$ cat src/rtl/mov_wide_pipe.sv
// mov_wide_pipe: two-stage MOVZ / MOVN / MOVK wide-immediate pipeline.
//
// Stage A captures the request fields. Stage B captures the computed result.
// A request accepted at one edge is presented on out_valid two cycles later.
// Both stages hold their contents while downstream is stalled, so nothing is
// dropped or duplicated under backpressure.
//
// Ports:
//   clk, rst            rising-edge clock, synchronous active-high reset
//   in_valid/in_ready   request handshake
//   in_op               00 MOVZ, 01 MOVN, 10 MOVK, 11 reserved (flagged illegal)
//   in_hw               chunk index, shift = in_hw*IMM_W
//   in_sf               1 = full DATA_W result, 0 = half-width result
//   in_imm              immediate chunk
//   in_old              previous destination value (MOVK only)
//   out_valid/out_ready result handshake
//   out_result, out_err result and illegal-request flag
//   op_count            saturating count of completed output handshakes
//
// Build option: define MOV_WIDE_PIPE_TRACE_EN to print each nonzero or
// erroring result as it is handed off (simulation only).

module mov_wide_pipe #(
  parameter int DATA_W = 64,
  parameter int IMM_W  = 16,
  localparam int HW_W  = $clog2(DATA_W / IMM_W)
) (
  input  logic              clk,
  input  logic              rst,
  input  logic              in_valid,
  output logic              in_ready,
  input  logic [1:0]        in_op,
  input  logic [HW_W-1:0]   in_hw,
  input  logic              in_sf,
  input  logic [IMM_W-1:0]  in_imm,
  input  logic [DATA_W-1:0] in_old,
  output logic              out_valid,
  input  logic              out_ready,
  output logic [DATA_W-1:0] out_result,
  output logic              out_err,
  output logic [15:0]       op_count
);

  localparam int HALF_CHUNKS = (DATA_W / 2) / IMM_W;

  localparam logic [1:0] OP_MOVZ = 2'b00;
  localparam logic [1:0] OP_MOVN = 2'b01;
  localparam logic [1:0] OP_MOVK = 2'b10;

  logic              a_valid_q, a_valid_d;
  logic [1:0]        a_op_q, a_op_d;
  logic [HW_W-1:0]   a_hw_q, a_hw_d;
  logic              a_sf_q, a_sf_d;
  logic [IMM_W-1:0]  a_imm_q, a_imm_d;
  logic [DATA_W-1:0] a_old_q, a_old_d;

  logic              b_valid_q, b_valid_d;
  logic [DATA_W-1:0] b_result_q, b_result_d;
  logic              b_err_q, b_err_d;

  logic [15:0]       op_count_q, op_count_d;

  logic              b_ready, in_fire, a_to_b, out_fire;
  int                shift;
  logic [DATA_W-1:0] imm_ext, imm_mask, calc_result;
  logic              calc_err;

  always_comb begin
    b_ready  = !b_valid_q || out_ready;
    // Equivalent to !A_valid || !B_valid || out_ready.
    in_ready = !a_valid_q || b_ready;
    in_fire  = in_valid && in_ready;
    a_to_b   = a_valid_q && b_ready;
    out_fire = b_valid_q && out_ready;
  end

  // Result computation from the stage A registers.
  always_comb begin
    shift    = int'(a_hw_q) * IMM_W;
    imm_ext  = {{(DATA_W-IMM_W){1'b0}}, a_imm_q} << shift;
    imm_mask = {{(DATA_W-IMM_W){1'b0}}, {IMM_W{1'b1}}} << shift;
    calc_err = (a_op_q == 2'b11) || (!a_sf_q && (int'(a_hw_q) >= HALF_CHUNKS));
    case (a_op_q)
      OP_MOVZ: calc_result = imm_ext;
      OP_MOVN: calc_result = ~imm_ext;
      OP_MOVK: calc_result = (a_old_q & ~imm_mask) | imm_ext;
      default: calc_result = '0;
    endcase
    // Half-width mode clears the upper half after the op (MOVN included).
    if (!a_sf_q) calc_result[DATA_W-1:DATA_W/2] = '0;
    if (calc_err) calc_result = '0;
  end

  always_comb begin
    a_valid_d = a_valid_q;
    a_op_d    = a_op_q;
    a_hw_d    = a_hw_q;
    a_sf_d    = a_sf_q;
    a_imm_d   = a_imm_q;
    a_old_d   = a_old_q;
    // in_fire with A occupied implies A is moving to B in the same edge.
    if (in_fire) begin
      a_valid_d = 1'b1;
      a_op_d    = in_op;
      a_hw_d    = in_hw;
      a_sf_d    = in_sf;
      a_imm_d   = in_imm;
      a_old_d   = in_old;
    end else if (a_to_b) begin
      a_valid_d = 1'b0;
    end

    b_valid_d  = b_valid_q;
    b_result_d = b_result_q;
    b_err_d    = b_err_q;
    if (a_to_b) begin
      b_valid_d  = 1'b1;
      b_result_d = calc_result;
      b_err_d    = calc_err;
    end else if (out_fire) begin
      b_valid_d = 1'b0;
    end

    op_count_d = op_count_q;
    if (out_fire && (op_count_q != 16'hFFFF)) op_count_d = op_count_q + 16'd1;
  end

  always_ff @(posedge clk) begin
    if (rst) begin
      a_valid_q  <= 1'b0;
      a_op_q     <= '0;
      a_hw_q     <= '0;
      a_sf_q     <= 1'b0;
      a_imm_q    <= '0;
      a_old_q    <= '0;
      b_valid_q  <= 1'b0;
      b_result_q <= '0;
      b_err_q    <= 1'b0;
      op_count_q <= '0;
    end else begin
      a_valid_q  <= a_valid_d;
      a_op_q     <= a_op_d;
      a_hw_q     <= a_hw_d;
      a_sf_q     <= a_sf_d;
      a_imm_q    <= a_imm_d;
      a_old_q    <= a_old_d;
      b_valid_q  <= b_valid_d;
      b_result_q <= b_result_d;
      b_err_q    <= b_err_d;
      op_count_q <= op_count_d;
    end
  end

  assign out_valid  = b_valid_q;
  assign out_result = b_result_q;
  assign out_err    = b_err_q;
  assign op_count   = op_count_q;

`ifdef MOV_WIDE_PIPE_TRACE_EN
  // Request fields follow the result into stage B purely for the trace print.
  logic [1:0]       tr_op_q;
  logic [HW_W-1:0]  tr_hw_q;
  logic             tr_sf_q;
  logic [IMM_W-1:0] tr_imm_q;

  always_ff @(posedge clk) begin
    if (rst) begin
      tr_op_q  <= '0;
      tr_hw_q  <= '0;
      tr_sf_q  <= 1'b0;
      tr_imm_q <= '0;
    end else if (a_to_b) begin
      tr_op_q  <= a_op_q;
      tr_hw_q  <= a_hw_q;
      tr_sf_q  <= a_sf_q;
      tr_imm_q <= a_imm_q;
    end
  end

  always_ff @(posedge clk) begin
    if (!rst && out_fire && (b_err_q || (b_result_q != '0))) begin
      $display("mov_wide_pipe trace: op=%0d hw=%0d sf=%0b imm=%h result=%h err=%0b",
               tr_op_q, tr_hw_q, tr_sf_q, tr_imm_q, b_result_q, b_err_q);
    end
  end
`else
  // Default build carries no trace logic.
`endif

endmodule

$ cat config.mk
export PLATFORM = sky130hd
export DESIGN_NAME = mov_wide_pipe
export DESIGN_NICKNAME = d
export VERILOG_FILES = /design/src/rtl/mov_wide_pipe.sv
export SDC_FILE = /design/constraint.sdc
export NUM_CORES = 1
export LEC_CHECK = 0
export CORE_MARGIN = 5
export CORE_UTILIZATION = 40
export CTS_CLUSTER_DIAMETER = 30
export DETAILED_ROUTE_END_ITERATION = 8
export PLACE_DENSITY = 0.7
export SETUP_SLACK_MARGIN = 0.15
export SLEW_MARGIN = 5
export SYNTH_ARGS = -nofsm -noshare
export SYNTH_HDL_FRONTEND = slang
export SYNTH_SLANG_ARGS = --single-unit
$ cat constraint.sdc
create_clock -name clk -period 3.95 [get_ports clk]
set_clock_uncertainty 0.1 [all_clocks]
set_input_delay 0.395 -clock clk [delete_from_list [all_inputs] [get_ports clk]]
set_output_delay 0.395 -clock clk [all_outputs]
set_load 0.05 [all_outputs]
# Word level (Yosys, flattened, before mapping)

Cells that the tools add are included.

Output and inout bits: 83
Bits of input ports: 89
Register bits: 168

Equality and inequality tests: 4
Reduce and logical (&&, ||, !) cells: 14
Mux-type cells: 7
Bitwise operators: 4
Add/subtract/negate cells: 1
Shift-type cells: 2
Magnitude comparators: 1

Operators by type and width:

| cell                                                                  | count |
|---|---|
| 64-bit one-hot mux with 3 select lines                                | 1 |
| 64-bit inverter                                                       | 2 |
| 64-bit AND                                                            | 1 |
| 64-bit two-way mux                                                    | 1 |
| 64-bit OR                                                             | 1 |
| 16-bit by 6-bit << shifter with 64-bit output                         | 1 |
| 16-bit by 6-bit << shifter with 64-bit output, first input constant   | 1 |
| 32-bit two-way mux                                                    | 1 |
| 16-bit by 1-bit adder with 16-bit output, second input constant       | 1 |
| 16-bit inequality test, second input constant                         | 1 |
| 1-bit logical AND                                                     | 5 |
| 2-bit equality test, second input constant                            | 2 |
| 1-bit two-way mux                                                     | 4 |
| 2-bit nonzero test                                                    | 2 |
| 1-bit logical NOT                                                     | 3 |
| 1-bit logical OR                                                      | 3 |
| 2-bit by 1-bit equality test with 1-bit output, second input constant | 1 |
| 2-bit >= comparator, second input constant                            | 1 |
| 2-bit logical NOT                                                     | 1 |

# Longest topological paths before layout

Gate-level depths: netlist (run 1).

Depth in word-level cells: 7
Mapped depth: 7

# Worst setup path after synthesis (run 1)

OpenSTA, ideal clock, no wires.

Path type: reg-to-reg
Start point: register b_valid_q, in the netlist out_valid
End point: register a_op_q[0]
Arrival: 2.034 ns
Period minus slack after synthesis: 2.204 ns
Slack: 1.746 ns
Cell stages (with the launch flop): 7
Cells stage by stage: dfxtp_1 -> nand3b_1 -> nand2_1 -> buf_2 -> buf_2 -> nand2_1 -> a21oi_1

Cells in the longest elaborated chain, start to end: 4

Ends and longest elaborated chain:

| what                   | RTL line | source |
|---|---|---|
| start, declared        | 57       | `logic b_valid_q, b_valid_d;` |
| start signal, assigned | 147      | `b_valid_q <= b_valid_d;` |
| 1-bit logical NOT      | 69       | `b_ready = !b_valid_q \|\| out_ready;` |
| 1-bit logical OR       | 69       |  |
| 1-bit logical OR       | 71       | `in_ready = !a_valid_q \|\| b_ready;` |
| via in_ready           | 31       | `output logic in_ready,` |
| 1-bit logical AND      | 72       | `in_fire = in_valid && in_ready;` |
| end signal, assigned   | 142      | `a_op_q <= a_op_d;` |
| end, declared          | 51       | `logic [1:0] a_op_q, a_op_d;` |

The timed path passes the listed nets, and every way through them passes these cells.
A chain may end at the register's enable or synchronous reset.

# Worst setup path in the final report (run 1)

Start point: input out_ready
End point: output in_ready

Cells in the longest elaborated chain, start to end: 2

Ends and longest elaborated chain:

| what             | RTL line | source |
|---|---|---|
| start, declared  | 38       | `input logic out_ready,` |
| 1-bit logical OR | 69       |  |
| 1-bit logical OR | 71       |  |
| end, declared    | 31       |  |

Every way passes these cells.

==> results of run 1 <==
## power groups by stage
stage | Combinational, mW | Clock (mW) | Sequential (mW)
CTS | 0.534 | 1.81 | 1.82
global route | 0.579 | 1.87 | 1.82
global placement | 0.530 | 0 | 1.85
finish | 0.537 | 1.80 | 1.82
detailed placement | 0.532 | 0 | 1.85
floorplan | 0.271 | 0 | 1.89
## through the flow
stage,std cells,cell area [sq um],setup WS (ns)
floorplan,1019,7690,1.75
global placement,1363,9440,1.42
detailed placement,1363,9440,1.38
CTS,1393,10100,1.52
global route,1393,10100,1.47
finish,1393,10100,1.51
## registers in the layout, summed over array words and instances (netlist names)
signal and flops:
a_hw_q 2, op_count 16, a_sf_q 1, out_result 64, a_imm_q 16, a_valid_q 1
out_valid 1, a_op_q 2, out_err 1, a_old_q 64
## worst max-delay path by stage
stage | start | to | slack, ns | cells past startpoint
after detailed placement | out_ready | a_old_q[2] | 1.38 | 6
after global routing | out_ready | in_ready | 1.47 | 3
after CTS | out_ready | in_ready | 1.52 | 3
final | out_ready | in_ready | 1.51 | 3
after global placement | out_ready | a_imm_q[14] | 1.42 | 6
after floorplan | out_valid | a_op_q[0] | 1.75 | 6
## cell usage after synthesis (9+ instances only)
| cell | count |
|---|---|
| o31ai_1 | 10 |
| a21oi_1 | 231 |
| nand2_1 | 241 |
| o21ai_0 | 50 |
| o22ai_1 | 64 |
| clkbuf_1 | 60 |
| dfxtp_1 | 168 |
| buf_2 | 32 |
| nand2b_1 | 20 |
| nand3b_1 | 66 |
| o21ai_1 | 20 |
| or4_1 | 9 |
## area by class of cell
cell class / instances / area, sq um
Clock buffer: 22 / 454
Clock inverter: 8 / 171
Fill cell: 1805 / 8760
Inverter: 3 / 11.3
Multi-Input combinational cell: 750 / 3920
Sequential cell: 168 / 3370
Tap cell: 260 / 325
Timing Repair Buffer: 182 / 1820
## metal layers
layer,share of wire,routed length (um),vias to the layer above
met5,0,0,-
met4,0.022,559,0
met3,0.065,1640,34
met2,0.46,11500,284
met1,0.46,11500,3605
li1,-,-,3776
## worst register-to-register path, cell delays in order (launching register included)
cell	delay, ns
dfxtp_1	0.42
ha_1	0.23
nand3_2	0.24
nor4_4	0.69
o21ai_0	0.19
a21oi_1	0.16
## logic make-up (layout without fill, tap and decap cells)
| group | after synthesis | after routing | synth area share |
|---|---|---|---|
| AO/OA/AOI/OAI | 377 | 377 | 0.260 |
| adder cells (fa/ha/maj) | 1 | 1 | 0.00163 |
| flip-flops | 168 | 168 | 0.437 |
| buffers and inverters | 101 | 215 | 0.0555 |
| AND/OR/NAND/NOR | 372 | 372 | 0.245 |
==> qor.txt, run 1 <==
outcome - finished, final reports clean
slowest stage delay, CP - 0.83 ns
# diodes - 0
Rows - 50
PD cells - 412 nW/um^2
overall power - 4.15 mW
Worst slew margin - 0.197
Total Wirelength - 25200 um
Setup violations, final - 0
I/O pin cnt - 172
core area - 18800 sq um
dpl hpwl - 16600 um
DRC viols - 0
hold path endpoint - out_result[34]
die area - 22100 sq um
final hold viol count - 0
Max VDD drop - 0.323 mV
highest-count cells in the layout ignoring fill and taps - nand2_1, a21oi_1, clkdlybuf4s50_1
worst path bufs/invs - 2
R2R setup slack - 1.84 ns
number of distinct library cells after synthesis - 36
Register-to-Register Path Depth - 5
Bufs on Longest Clock Path - 2
hold path cells - 2
largest fanout on the critical path - 4
Comb pwr share - 0.129
first-iteration detailed-routing DRC count - 708
largest net degree at the start of global routing - 107
CP required - 3.45 ns
area growth from synthesis to layout - 30.9%
H-tree depth - 4
Via density - 5.53
clock sinks - 168
TritonCTS clock tree - yes
GRT busiest layer - met2
Post-synth top flop - dfxtp_1
vias in the first global route - 7091
family with the most delay on the worst path - buffers and inverters
most common cell after layout, fill and taps aside - nand2_1
Clock power frac - 0.433
critical path capture point type - output port
M3 GR Usage - 0.0475
worst hold slack - 0.353 ns
crit path cell chain - clkdlybuf4s50_1 -> nand3b_1 -> clkdlybuf4s50_1
P_int - 3.11 mW
synthesized area - 7690 sq um
Die W - 149 um
final core occ - 0.535
GRT Overall Usage - 0.222
Clock transition at path regs - 0.06 ns
fin crit period - 2.44 ns
Switching Share - 0.252
Congestion Overflow GR - 0
drt pass-1 iters - 6
Synth Net Count - 1109
Setup Fix Bufs, Post-CTS - 0
Fin Setup TNS - 0 ns
Leakage - 3.32 nW
Seq/Total Area, Yosys - 0.437
FF-to-FF Start - op_count[0]
Clk Tree Root Cell - clkbuf_16
Slew Viols, Final - 0
Synth Area per Inst - 7.55 sq um
buffers added on ports - 171
Post-Synthesis Cells - 1019
met2 GRT Util - 0.337
crit share post-route - 0.617
Switch Pwr - 1.04 mW
Hold WC Path Type - register to register
Post-synth EDFFs - 0
RR Endpoint - op_count[6]
Worst-Skew Late Latency - 0.43 ns
post-synthesis register bit count - 168
MaxCap Viol Count - 0
Num CTS Buffers - 17
transition time of the tightest slew-check pin - 1.20 ns
fraction of layout cells with a size suffix above 1 - 0.0494
nets@finish - 1212
# resized after CTS - 0
Max Clk Rate - 410 MHz
GP Congestion - 0.857
RSZ-0062 raised after global routing - false
Synth top area share - 0.437
top post-synthesis cells by area - dfxtp_1, a21oi_1, nand2_1
CP max-delay cell - clkdlybuf4s50_1
Hold Path Origin - out_result[34]
initial antenna violation count - 0
critical path's most frequent cell - clkdlybuf4s50_1
Worst EP arrival - 1.94 ns
Seq pwr share - 0.438
Post-DRT Antenna Nets - 0
Initial Util - 0.408
yosys warns - 0
CP startpoint kind - input port
drt wl/cell - 18.1 um
Post-CTS Hold Fix Bufs - 0
Crit Path Class - input port to output port
Die H - 149 um
GR Util met1 - 0.315
vias - 7699
leading area contributor after synthesis - dfxtp_1
global-route wire length before repair - 39200 um
fraction of registers with async set/reset - 0
Power figures use the tool's default switching activity.
==> run 2: changes to the inputs <==
Settings changed: PLACE_DENSITY 0.7 to 0.72.
Clock period 3.95 ns to 2 ns, I/O delays scaled along.
==> run 2 against run 1 <==
Net effect:
- setup slack got worse by 1.3 ns
- non-clock buffer count up 29
- sequential share of layout area is 0.95 points lower
- wire length is 0.55% lower
- cell count grew 2.2%
- largest cell class unchanged
==> qor.txt, run 2 (synthesis results as in run 1) <==
buffers added on ports - 171 (unchanged)
fin area - 10400 sq um (+3.7%)
first-iteration detailed-routing DRC count - 691 (-2.4%)
vias in the first global route - 7407 (+4.5%)
drt wl/cell - 17.6 um (-2.7%)
Worst slew margin - 0.606 (+0.408)
Hold WC Path Type - input port to register
FILL cells - 1781 (-1.3%)
Bufs on Longest Clock Path - 2 (unchanged)
Max VDD drop - 0.592 mV (+83%)
Worst EP arrival - 2.02 ns (+0.08 ns)
Die W - 149 um (unchanged)
DRC viols - 0 (unchanged)
Num CTS Buffers - 17 (unchanged)
GR Util met1 - 0.293 (-0.0219)
Leakage - 3.94 nW (+18%)
Post-CTS Hold Fix Bufs - 0 (unchanged)
fraction of layout cells with a size suffix above 1 - 0.0911 (+0.0416)
Die H - 149 um (unchanged)
Clk Tree Root Cell - clkbuf_16
initial antenna violation count - 0 (unchanged)
Clock transition at path regs - 0.06 ns (about the same)
Placement Cell Area - 9870 sq um (+4.5%)
Crit Path Class - register to register
fin crit period - 1.77 ns
CP required - 2.25 ns (-1.20 ns)
Worst-Skew Late Latency - 0.43 ns (about the same)
outcome - finished, final reports clean
# diodes - 0 (unchanged)
Rows - 50 (unchanged)
Total Wirelength - 25000 um (-0.55%)
die area - 22100 sq um (unchanged)
most common cell after layout, fill and taps aside - nand2_1
drt pass-1 iters - 5 (-1)
clock sinks - 168 (unchanged)
I/O pin cnt - 172 (unchanged)
final hold viol count - 0 (unchanged)
GRT Overall Usage - 0.220 (-0.00164)
Max Clk Rate - 566 MHz
largest net degree at the start of global routing - 57 (-47%)
CP startpoint kind - register
Slew Viols, Final - 0 (unchanged)
GRT busiest layer - met2
Congestion Overflow GR - 0 (unchanged)
largest fanout on the critical path - 15 (+11)
vias - 7865 (+2.2%)
Setup violations, final - 0 (unchanged)
H-tree depth - 4 (unchanged)
Fin Setup TNS - 0 ns (unchanged)
placed cell count - 1392 (+2.1%)
GP Congestion - 0.891 (+4.0%)
area growth from synthesis to layout - 35.7%
highest-count cells in the layout ignoring fill and taps - nand2_1, a21oi_1, dfxtp_1
global-route wire length before repair - 38900 um (-0.86%)
MaxCap Viol Count - 0 (unchanged)
critical path capture point type - register
transition time of the tightest slew-check pin - 0.591 ns (-0.610 ns)
RSZ-0062 raised after global routing - false
dpl hpwl - 17700 um (+6.7%)
Non-Filler Instances - 1424 (+2.2%)
Post-DRT Antenna Nets - 0 (unchanged)
PD cells - 797 nW/um^2 (+93%)
Via density - 5.52 (about the same)
core area - 18800 sq um (unchanged)
Initial Util - 0.408 (unchanged)
met2 GRT Util - 0.345 (+0.00864)
nets@finish - 1241 (+2.4%)
crit share post-route - 0.883
M3 GR Usage - 0.0503 (+0.00274)
TritonCTS clock tree - yes
[run 2: changes by cell type in the layout (fill, tap and decap cells not counted), moves of 4 or more]
cell,before,now
clkbuf_1,4,0
buf_4,10,24
clkdlybuf4s50_1,170,87
dfxtp_1,166,153
dlygate4sd2_1,0,82
dfxtp_2,2,12
buf_12,2,17
[run 2: worst paths after layout]
check	start	to	slack, ns	cells after the start
min reg2reg	out_result[25]	out_result[25]	0.35	2
max	op_count[0]	op_count[5]	0.23	6
min	rst	a_old_q[60]	0.17	2
max reg2reg	op_count[0]	op_count[5]	0.23	6
[run 2: routing by layer]
metal  share of wire  vias to the layer above  wire length, um
met5               0                        -                0
met2            0.46                      275            11500
met1            0.45                     3693            11200
met3           0.065                       49             1630
met4           0.029                        0              727
li1                -                     3848                -
[run 2: critical path, cell delays in order (launching register included)]
cell and delay (ns):
dfxtp_4 0.36, ha_1 0.25, nand3_4 0.13, nor4_4 0.06, buf_4 0.18, or4_1 0.47
a21oi_1 0.15
[run 2: repair_timing]
action | in CTS | in global routing
gates resized for setup | 83 | 2
setup buffers | 0 | 0
endpoints found under the hold margin | 0 | 0
pin swaps | 0 | 0
endpoints found under the setup margin | 86 | 3
gates cloned | 0 | 0
[run 2: cell type report]
type | instances | area, sq um | share of cell area
Sequential cell | 168 | 3390 | 0.325
Multi-Input combinational cell | 750 | 3940 | 0.377
Clock buffer | 19 | 464 | 0.0445
Clock inverter | 13 | 190 | 0.0182
Timing Repair Buffer | 211 | 2120 | 0.203
Inverter | 3 | 11.3 | 0.00108
Tap cell | 260 | 325 | 0.0312
[run 2: where the power goes]
part / switching, mW / leakage, nW / total (mW) / internal (mW)
combinational: 0.657 / 2.25 / 1.12 / 0.464
sequential: 0.104 / 1.38 / 3.58 / 3.47
clock: 1.40 / 0.309 / 3.61 / 2.21
[run 2: through the flow]
stage	hold slack (ns)	util	setup WS [ns]	power [mW]
floorplan	0.236	-	0.150	4.27
global placement	0.341	0.524	0.0609	4.77
detailed placement	0.347	0.524	0.0250	4.79
CTS	0.153	0.554	0.236	8.36
global route	0.191	0.554	0.147	8.63
finish	0.168	0.554	0.233	8.31
